`src/rtl/wb_stage.sv`:
```
// Writeback stage: result select, sub-word load extraction, load-response wait FSM,
// registered register-file write port and retired-instruction counter.
//   state  | meaning
//   S_IDLE | no load pending; retire immediately unless a load lacks its data
//   S_WAIT | load held in WB, stalling until rdata_valid
module wb_stage #(
    parameter int XLEN   = 32,
    parameter int REG_AW = 5,
    parameter int CNT_W  = 32
) (
    input  logic              clk,
    input  logic              reset_n,
    input  logic              valid_w,
    input  logic [XLEN-1:0]   alu_result_w,
    input  logic [XLEN-1:0]   pc_plus4_w,
    input  logic [XLEN-1:0]   imm_ext_w,
    input  logic [1:0]        result_src_w,
    input  logic [2:0]        funct3_w,
    input  logic              reg_write_w,
    input  logic [REG_AW-1:0] rd_w,
    input  logic              rdata_valid,
    input  logic [XLEN-1:0]   rdata,
    output logic              stall_w,
    output logic              rf_we,
    output logic [REG_AW-1:0] rf_waddr,
    output logic [XLEN-1:0]   rf_wdata,
    output logic              retire,
    output logic [CNT_W-1:0]  instret
);

    typedef enum logic {S_IDLE, S_WAIT} state_t;

    state_t             r_state;
    state_t             w_state_nxt;
    logic               w_is_load;
    logic               w_retire;
    logic               w_stall;
    logic [7:0]         w_byte;
    logic [15:0]        w_half;
    logic [XLEN-1:0]    w_load;
    logic [XLEN-1:0]    w_result;
    logic               r_rf_we;
    logic [REG_AW-1:0]  r_rf_waddr;
    logic [XLEN-1:0]    r_rf_wdata;
    logic               r_retire;
    logic [CNT_W-1:0]   r_instret;

    assign w_is_load = (result_src_w == 2'b01);

    always_ff @(posedge clk or negedge reset_n) begin
        if (!reset_n) r_state <= S_IDLE;
        else          r_state <= w_state_nxt;
    end

    always_comb begin
        w_state_nxt = r_state;
        w_retire    = 1'b0;
        w_stall     = 1'b0;
        case (r_state)
            S_IDLE: begin
                if (valid_w) begin
                    if (w_is_load && !rdata_valid) begin
                        w_state_nxt = S_WAIT;
                        w_stall     = 1'b1;
                    end else begin
                        w_retire = 1'b1;
                    end
                end
            end
            S_WAIT: begin
                if (rdata_valid) begin
                    w_retire    = 1'b1;
                    w_state_nxt = S_IDLE;
                end else begin
                    w_stall = 1'b1;
                end
            end
            default: w_state_nxt = S_IDLE;
        endcase
    end

    // Held low in reset so upstream is never frozen by a pipeline that is being cleared.
    assign stall_w = w_stall & reset_n;

    always_comb begin
        w_byte = rdata[7:0];
        case (alu_result_w[1:0])
            2'd0: w_byte = rdata[7:0];
            2'd1: w_byte = rdata[15:8];
            2'd2: w_byte = rdata[23:16];
            2'd3: w_byte = rdata[31:24];
            default: w_byte = rdata[7:0];
        endcase
    end

    assign w_half = alu_result_w[1] ? rdata[31:16] : rdata[15:0];

    always_comb begin
        w_load = rdata;
        case (funct3_w)
            3'b000: w_load = {{(XLEN-8){w_byte[7]}}, w_byte};
            3'b001: w_load = {{(XLEN-16){w_half[15]}}, w_half};
            3'b100: w_load = {{(XLEN-8){1'b0}}, w_byte};
            3'b101: w_load = {{(XLEN-16){1'b0}}, w_half};
            default: w_load = rdata;
        endcase
    end

    always_comb begin
        w_result = alu_result_w;
        case (result_src_w)
            2'b00: w_result = alu_result_w;
            2'b01: w_result = w_load;
            2'b10: w_result = pc_plus4_w;
            2'b11: w_result = imm_ext_w;
            default: w_result = alu_result_w;
        endcase
    end

    always_ff @(posedge clk or negedge reset_n) begin
        if (!reset_n) begin
            r_rf_we    <= 1'b0;
            r_rf_waddr <= '0;
            r_rf_wdata <= '0;
            r_retire   <= 1'b0;
            r_instret  <= '0;
        end else begin
            r_retire <= w_retire;
            r_rf_we  <= w_retire & reg_write_w & (rd_w != '0);
            if (w_retire) begin
                r_rf_waddr <= rd_w;
                r_rf_wdata <= w_result;
                r_instret  <= r_instret + {{(CNT_W-1){1'b0}}, 1'b1};
            end
        end
    end

    assign rf_we    = r_rf_we;
    assign rf_waddr = r_rf_waddr;
    assign rf_wdata = r_rf_wdata;
    assign retire   = r_retire;
    assign instret  = r_instret;

endmodule
```
`config.mk`:
```
export PLATFORM = sky130hd
export DESIGN_NAME = wb_stage
export DESIGN_NICKNAME = d
export VERILOG_FILES = /design/src/rtl/wb_stage.sv
export SDC_FILE = /design/constraint.sdc
export NUM_CORES = 1
export LEC_CHECK = 0
export BUFFER_PORTS_ARGS = -buffer_cell sky130_fd_sc_hd__clkbuf_2
export CAP_MARGIN = 20
export CORE_MARGIN = 3
export CORE_UTILIZATION = 50
export CTS_CLUSTER_SIZE = 14
export DETAILED_ROUTE_END_ITERATION = 10
export PLACE_DENSITY = 0.95
export SLEW_MARGIN = 30
export SYNTH_ARGS = -nofsm -noshare
export SYNTH_HDL_FRONTEND = slang
export SYNTH_SLANG_ARGS = --single-unit
```
`constraint.sdc`:
```
create_clock -name clk -period 5.3 [get_ports clk]
set_input_delay 0.265 -clock clk [delete_from_list [all_inputs] [get_ports clk]]
set_output_delay 0.265 -clock clk [all_outputs]
set_load 0.05 [all_outputs]
```
==> results.md, run 1 <==
* Wire length on met2 at 7110 um
* GPL Wtd Cong at 0.910
* Footprint of the multi-input gates at 0.00231 mm2
* Slew headroom at 41.7%
* Worst EP required at 5.04 ns
* # Post-CTS Setup Buffers at 0
* Clock sinks at 72
* HP Class: in2reg
* Routed WL at 14,400 um
* ANT nets after route at 0
* Worst skew pair latency at 0.34 ns
* Wire per inst at 17.8 um
* Crit-path max FO at 38
* Register area share after synthesis at 42.0%
* Diode count at 0
* Unrepaired setup endpoints after global routing: false
* Top cell by count, worst path: clkbuf_2
* Inserted Clock Buffers at 9
* Netlist Area Pre-Place at 0.00429 mm2
* CP top delay family: simple AND/OR/NAND/NOR gates
* Setup WS pre-CTS at 2.44 ns
* Setup TNS at 0 ns
* H-tree Lvls at 3
* Final setup viols at 0
* Setup WS post-layout at 2.79 ns
* Final hold vios at 0
* Router iterations before antenna repair at 5
* Die width at 98.6 um
* Status: completed
* M1 WL at 5250 um
* Library cells used by synthesis at 49
* Slowest-stage cell, CP: nor2b_1
* Via/cell ratio at 5.78
* Post-CTS resize count at 0
* CTS clk-pin slew, worst paths at 0.09 ns
* Routed vias at 4,674
* WP buf/inv at 2
* Worst path cell trace: clkbuf_2, nor2b_1, a21oi_1, nor2_1, and2_1, clkbuf_2
* CP Launch Type: input port
* Crit path kind: in2out
* Post-Syn Instances at 506
* Routed met3 length at 1290 um
* Share of layout cells above drive strength 1 at 36.1%
* P per Cell Area at 309 mW/mm2
* Peak supply drop at 0.000152 V
* CP arrival at 2.24 ns
* Most frequent cells in the layout: clkbuf_2, nand2_1, dfrtp_1
* Fraction of registers with async set/reset at 100%
* Root Buffer: clkbuf_8
* Initial antenna violation count at 0
* Hold_buf cts at 0
* Port-buffer cells at 214
* GRT overflow at 0
* Final min period at 2.51 ns
* Static Leakage at 0.00283 uW
* Slowest stage delay, CP at 0.62 ns
* Fmax achieved at 399 MHz
* Residual DRC count at 0
* Final period utilization at 47.3%
* Yosys warning total at 0
* # fillers at 714
* Die height at 98.6 um
* Most common cell after layout, fill and taps aside: clkbuf_2
* CTS tree: built
* Crit. End Element: primary output
* Num ports at 215
* Post-synth EDFFs at 0
* Reg area at 0.00180 mm2
* Post-DP HPWL at 11,100 um
* Final Slew Violations at 0
* Vias in the first global route at 4,613
* Skew final at 0.00746 ns
* Net Count, Synth at 650
* Initial core utilization at 51.9%
* Final net count at 843
* Most common flop cell mapped by yosys: dfrtp_1
* Max-cap violations at 0
* Mean Syn Cell Area at 8.47 um2
* First-pass GRT wire length at 22,900 um
* Synthesis-stage register bit count at 72
* Largest net degree at the start of global routing at 74
* Row count at 33
* Clk buf depth at 2
* Full die area at 0.00972 mm2
* Core area at 0.00826 mm2
* Total GRT Usage at 29.5%
* Synth-to-layout area growth at 29.8%
* Worst-Margin Slew at 0.875 ns
* Highest routed layer: met4
* Fin util at 67.4%
* 1st-iter DRT viols at 317
## worst register-to-register path, stage by stage (launching register included)
cell and delay [ns]:
dfrtp_1 0.45, nand3_2 0.13, or3_1 0.50, nor4_2 0.64, nand4_1 0.21, xnor2_1 0.17
## worst paths after layout
check | start | end | slack, ns | cells past startpoint
max | result_src_w[0] | stall_w | 2.79 | 6
min | rd_w[0] | rf_waddr[0] | 0.12 | 3
max reg2reg | instret[6] | instret[27] | 3.08 | 5
min reg2reg | instret[31] | instret[31] | 0.48 | 1
max in group asynchronous | reset_n | rf_wdata[15] | 4.33 | 2
min in group asynchronous | reset_n | instret[8] | 0.50 | 2
## cell type report
class                           instances  share of cell area, %
Multi-Input combinational cell        388                   41.5
Sequential cell                        72                   32.4
Timing Repair Buffer                  216                   19.7
Clock buffer                           11                   2.54
Tap cell                              105                   2.36
Inverter                               12                  0.810
Clock inverter                          5                  0.720
## power breakdown
group / switching, uW / total [uW] / internal (uW)
Sequential: 66.1 / 686 / 620
Clock: 221 / 408 / 187
Combinational: 449 / 627 / 178
## per-layer routing
layer	global-route usage [%]	vias up
met1	36.1	2181
met2	50.1	272
li1	-	2167
met5	0	-
met4	14.2	0
met3	5.52	54
## cell usage after synthesis (3+ instances only)
master     n  area, um2
a32oi_1    4       35.0
inv_1     11       41.3
xor2_1     5       43.8
buf_2      4       20.0
nor2b_1    6       37.5
nand4_1   10       62.6
nand3_1   12       60.1
a21o_1     5       37.5
nand2b_1   3       18.8
xnor2_1   26        228
mux2_2     7       78.8
o21a_1     5       37.5
o21ai_0   61        305
a22o_1    14        123
dfrtp_1   72       1800
o221ai_1   3       26.3
nor3_1    11       55.1
and3_1     5       31.3
nand2_1   91        342
a311oi_1   3       26.3
o211ai_1   7       52.6
a21oi_1   26        130
clkbuf_1  27        101
mux2i_1   10        100
nor2_1    45        169
or3_1      3       18.8
## metrics by stage
stage | hold WS (ns) | power (uW) | cells | area (um2)
after floorplan | -0.0306 | 1110 | 506 | 4290
after global placement | 0.446 | 1300 | 792 | 5360
after detailed placement | 0.456 | 1320 | 792 | 5370
after CTS | 0.0900 | 1720 | 808 | 5550
after global routing | 0.123 | 1800 | 809 | 5560
final | 0.122 | 1720 | 809 | 5560
## kinds of logic (layout without fill, tap and decap cells)
kind of cell | Yosys count | after routing | share of synthesized area, %
multiplexers | 19 | 19 | 5.22
adder cells (fa/ha/maj) | 1 | 1 | 0.292
XOR/XNOR | 31 | 31 | 6.33
flip-flops | 72 | 72 | 42.0
buffers and inverters | 46 | 244 | 4.41
AND/OR/NAND/NOR | 200 | 200 | 21.7
AO/OA/AOI/OAI | 137 | 137 | 20.1
## sequential cells by signal, summed over array words and instances, names as in the netlist
signal,cells
rf_waddr,5
retire,1
r_state,1
rf_we,1
instret,32
rf_wdata,32
No activity file was read; power rests on OpenSTA's default activity.
==> run 2, diff against run 1 <==
Settings changed: CORE_UTILIZATION 50 to 42, PLACE_DENSITY 0.95 to 0.89.
Clock period 5.3 ns to 2.1 ns, I/O delays scaled along.
==> run 2 against run 1 <==
Effect of this change:
- count of clock-buffer cells in the layout did not move
- first-iteration DRC count fell by 14%
- final area rose by 4.4%
- non-clock buffer count rose by 24
- sequential share of layout area fell by 1.3 points
- critical endpoint is now instret[18]
- power rose to 2.5 times the previous value
- clock skew fell by 0.00087 ns
- via count fell by 1.5%
- combinational power rose to 2.6 times the previous value
- hold slack got worse by 0.074 ns
- critical path depth fell by 1
==> results.md, run 2 (synthesis results as in run 1) <==
* Worst EP required at 2.32 ns
* Die width at 107 um
* Share of layout cells above drive strength 1 at 37.6%
* Crit. End Element: flip-flop
* Final setup viols at 0
* Fmax achieved at 514 MHz
* Critical R2R Launch: instret[6]
* Slowest stage delay, CP at 0.49 ns
* Register share of total power at 39.6%
* Final hold vios at 0
* Via/cell ratio at 5.35
* Max-cap violations at 0
* Vias in the first global route at 4,509
* CTS clk-pin slew, worst paths at 0.08 ns
* WP buf/inv at 0
* Diode count at 0
* Final Hold Slack at 0.0476 ns
* P per Cell Area at 748 mW/mm2
* First-pass GRT wire length at 22,500 um
* Root Buffer: clkbuf_8
* Final Slew Violations at 0
* ANT nets after route at 0
* Skew final at 0.00659 ns
* GRT overflow at 0
* Critical Path Start: instret[6]
* Worst skew pair latency at 0.34 ns
* Routed WL at 14,400 um
* Clock sinks at 72
* Unrepaired setup endpoints after global routing: false
* Hold_sp: rdata[9]
* Worst-Margin Slew at 0.691 ns
* Post-CTS resize count at 0
* Sw frac at 42.4%
* Row count at 36
* Synth-to-layout area growth at 35.6%
* 1st-iter DRT viols at 273
* Status: completed
* GPL Wtd Cong at 0.926
* Total GRT Usage at 25.0%
* Static Leakage at 0.00293 uW
* Full die area at 0.0115 mm2
* Hold_buf cts at 7
* Slowest-stage cell, CP: or3_1
* Logic pwr share at 37.4%
* CP Launch Type: flip-flop
* Final period utilization at 92.7%
* Clk buf depth at 2
* Final min period at 1.95 ns
* Core area at 0.00986 mm2
* Crit path kind: reg2reg
* Wire per inst at 16.7 um
* CTS tree: built
* Largest net degree at the start of global routing at 53
* HP Class: in2reg
* Internal at 2500 uW
* Initial core utilization at 43.5%
* Die height at 107 um
* Most common cell after layout, fill and taps aside: clkbuf_2
* Crit-path max FO at 8
* Setup TNS at 0 ns
* Final net count at 867
* Switching power at 1840 uW
* Most frequent cells in the layout: clkbuf_2, nand2_1, dfrtp_1
* Slew headroom at 53.9%
* Initial antenna violation count at 0
* CP top delay family: simple AND/OR/NAND/NOR gates
* Power share of the clock group at 23.0%
* Fin util at 58.9%
* CP arrival at 2.16 ns
* Port-buffer cells at 214
* H-tree Lvls at 3
* Routed vias at 4,606
* Inserted Clock Buffers at 9
* Num ports at 215
* Router iterations before antenna repair at 5
* Post-DP HPWL at 11,400 um
* Worst path cell trace: nand3_2, or3_1, nor4_4, nand2_1, xnor2_1
* # Post-CTS Setup Buffers at 0
* Peak supply drop at 0.000423 V
* Residual DRC count at 0
## run 2: cell types whose count changed in the layout (fill, tap and decap cells not counted), sizes merged
cell	before	now
inv	13	11
clkinv	4	3
clkinvlp	0	3
buf	2	20
dlygate4sd3	1	7
## run 2: power by group through the flow
stage | Combinational [uW] | Sequential [uW] | Clock (uW)
4_1_cts | 1630 | 1720 | 1030
3_5_place_dp | 1620 | 1750 | 0
5_1_grt | 1740 | 1750 | 1080
6_report | 1630 | 1720 | 998
3_3_place_gp | 1600 | 1740 | 0
2_1_floorplan | 459 | 2350 | 0
## run 2: layout make-up
cell class	instances	area, um2
fill	878	4050
multi-input combinational	388	2310
sequential	72	1810
timing repair buffer	240	1310
tap	133	166
clock buffer	11	141
inverter	12	45.0
clock inverter	5	32.5
## run 2: worst min-delay path, cell delays in order
cell,delay (ns)
clkbuf_2,0.09
nor2_1,0.08
o41ai_1,0.08
## run 2: path summary, 6_finish.rpt
kind | end | slack [ns] | cells past startpoint
setup reg to reg | instret[18] | 0.15 | 5
min in group asynchronous | instret[11] | 0.20 | 2
hold / removal | rf_wdata[9] | 0.05 | 3
hold reg to reg | rf_waddr[4] | 0.48 | 2
max in group asynchronous | rf_wdata[4] | 0.97 | 3
setup / recovery | instret[18] | 0.15 | 5
## run 2: stage by stage
stage                     area, um2  total power (uW)  cells  setup slack, ns
after floorplan                4290              2810    506         0.000509
after detailed placement       5570              3370    838            0.119
final                          5810              4350    861            0.153
after CTS                      5810              4380    861            0.146
after global placement         5560              3340    838          0.00854
after global routing           5810              4570    861           0.0343
## run 2: layer usage
| metal | vias to the layer above | global-route usage, % | share of wire, % |
|---|---|---|---|
| met3 | 33 | 5.06 | 7.9 |
| met1 | 2124 | 29.2 | 37 |
| met2 | 236 | 45.0 | 53 |
| li1 | 2213 | - | - |
| met4 | 0 | 9.32 | 2.6 |
| met5 | - | 0 | 0 |
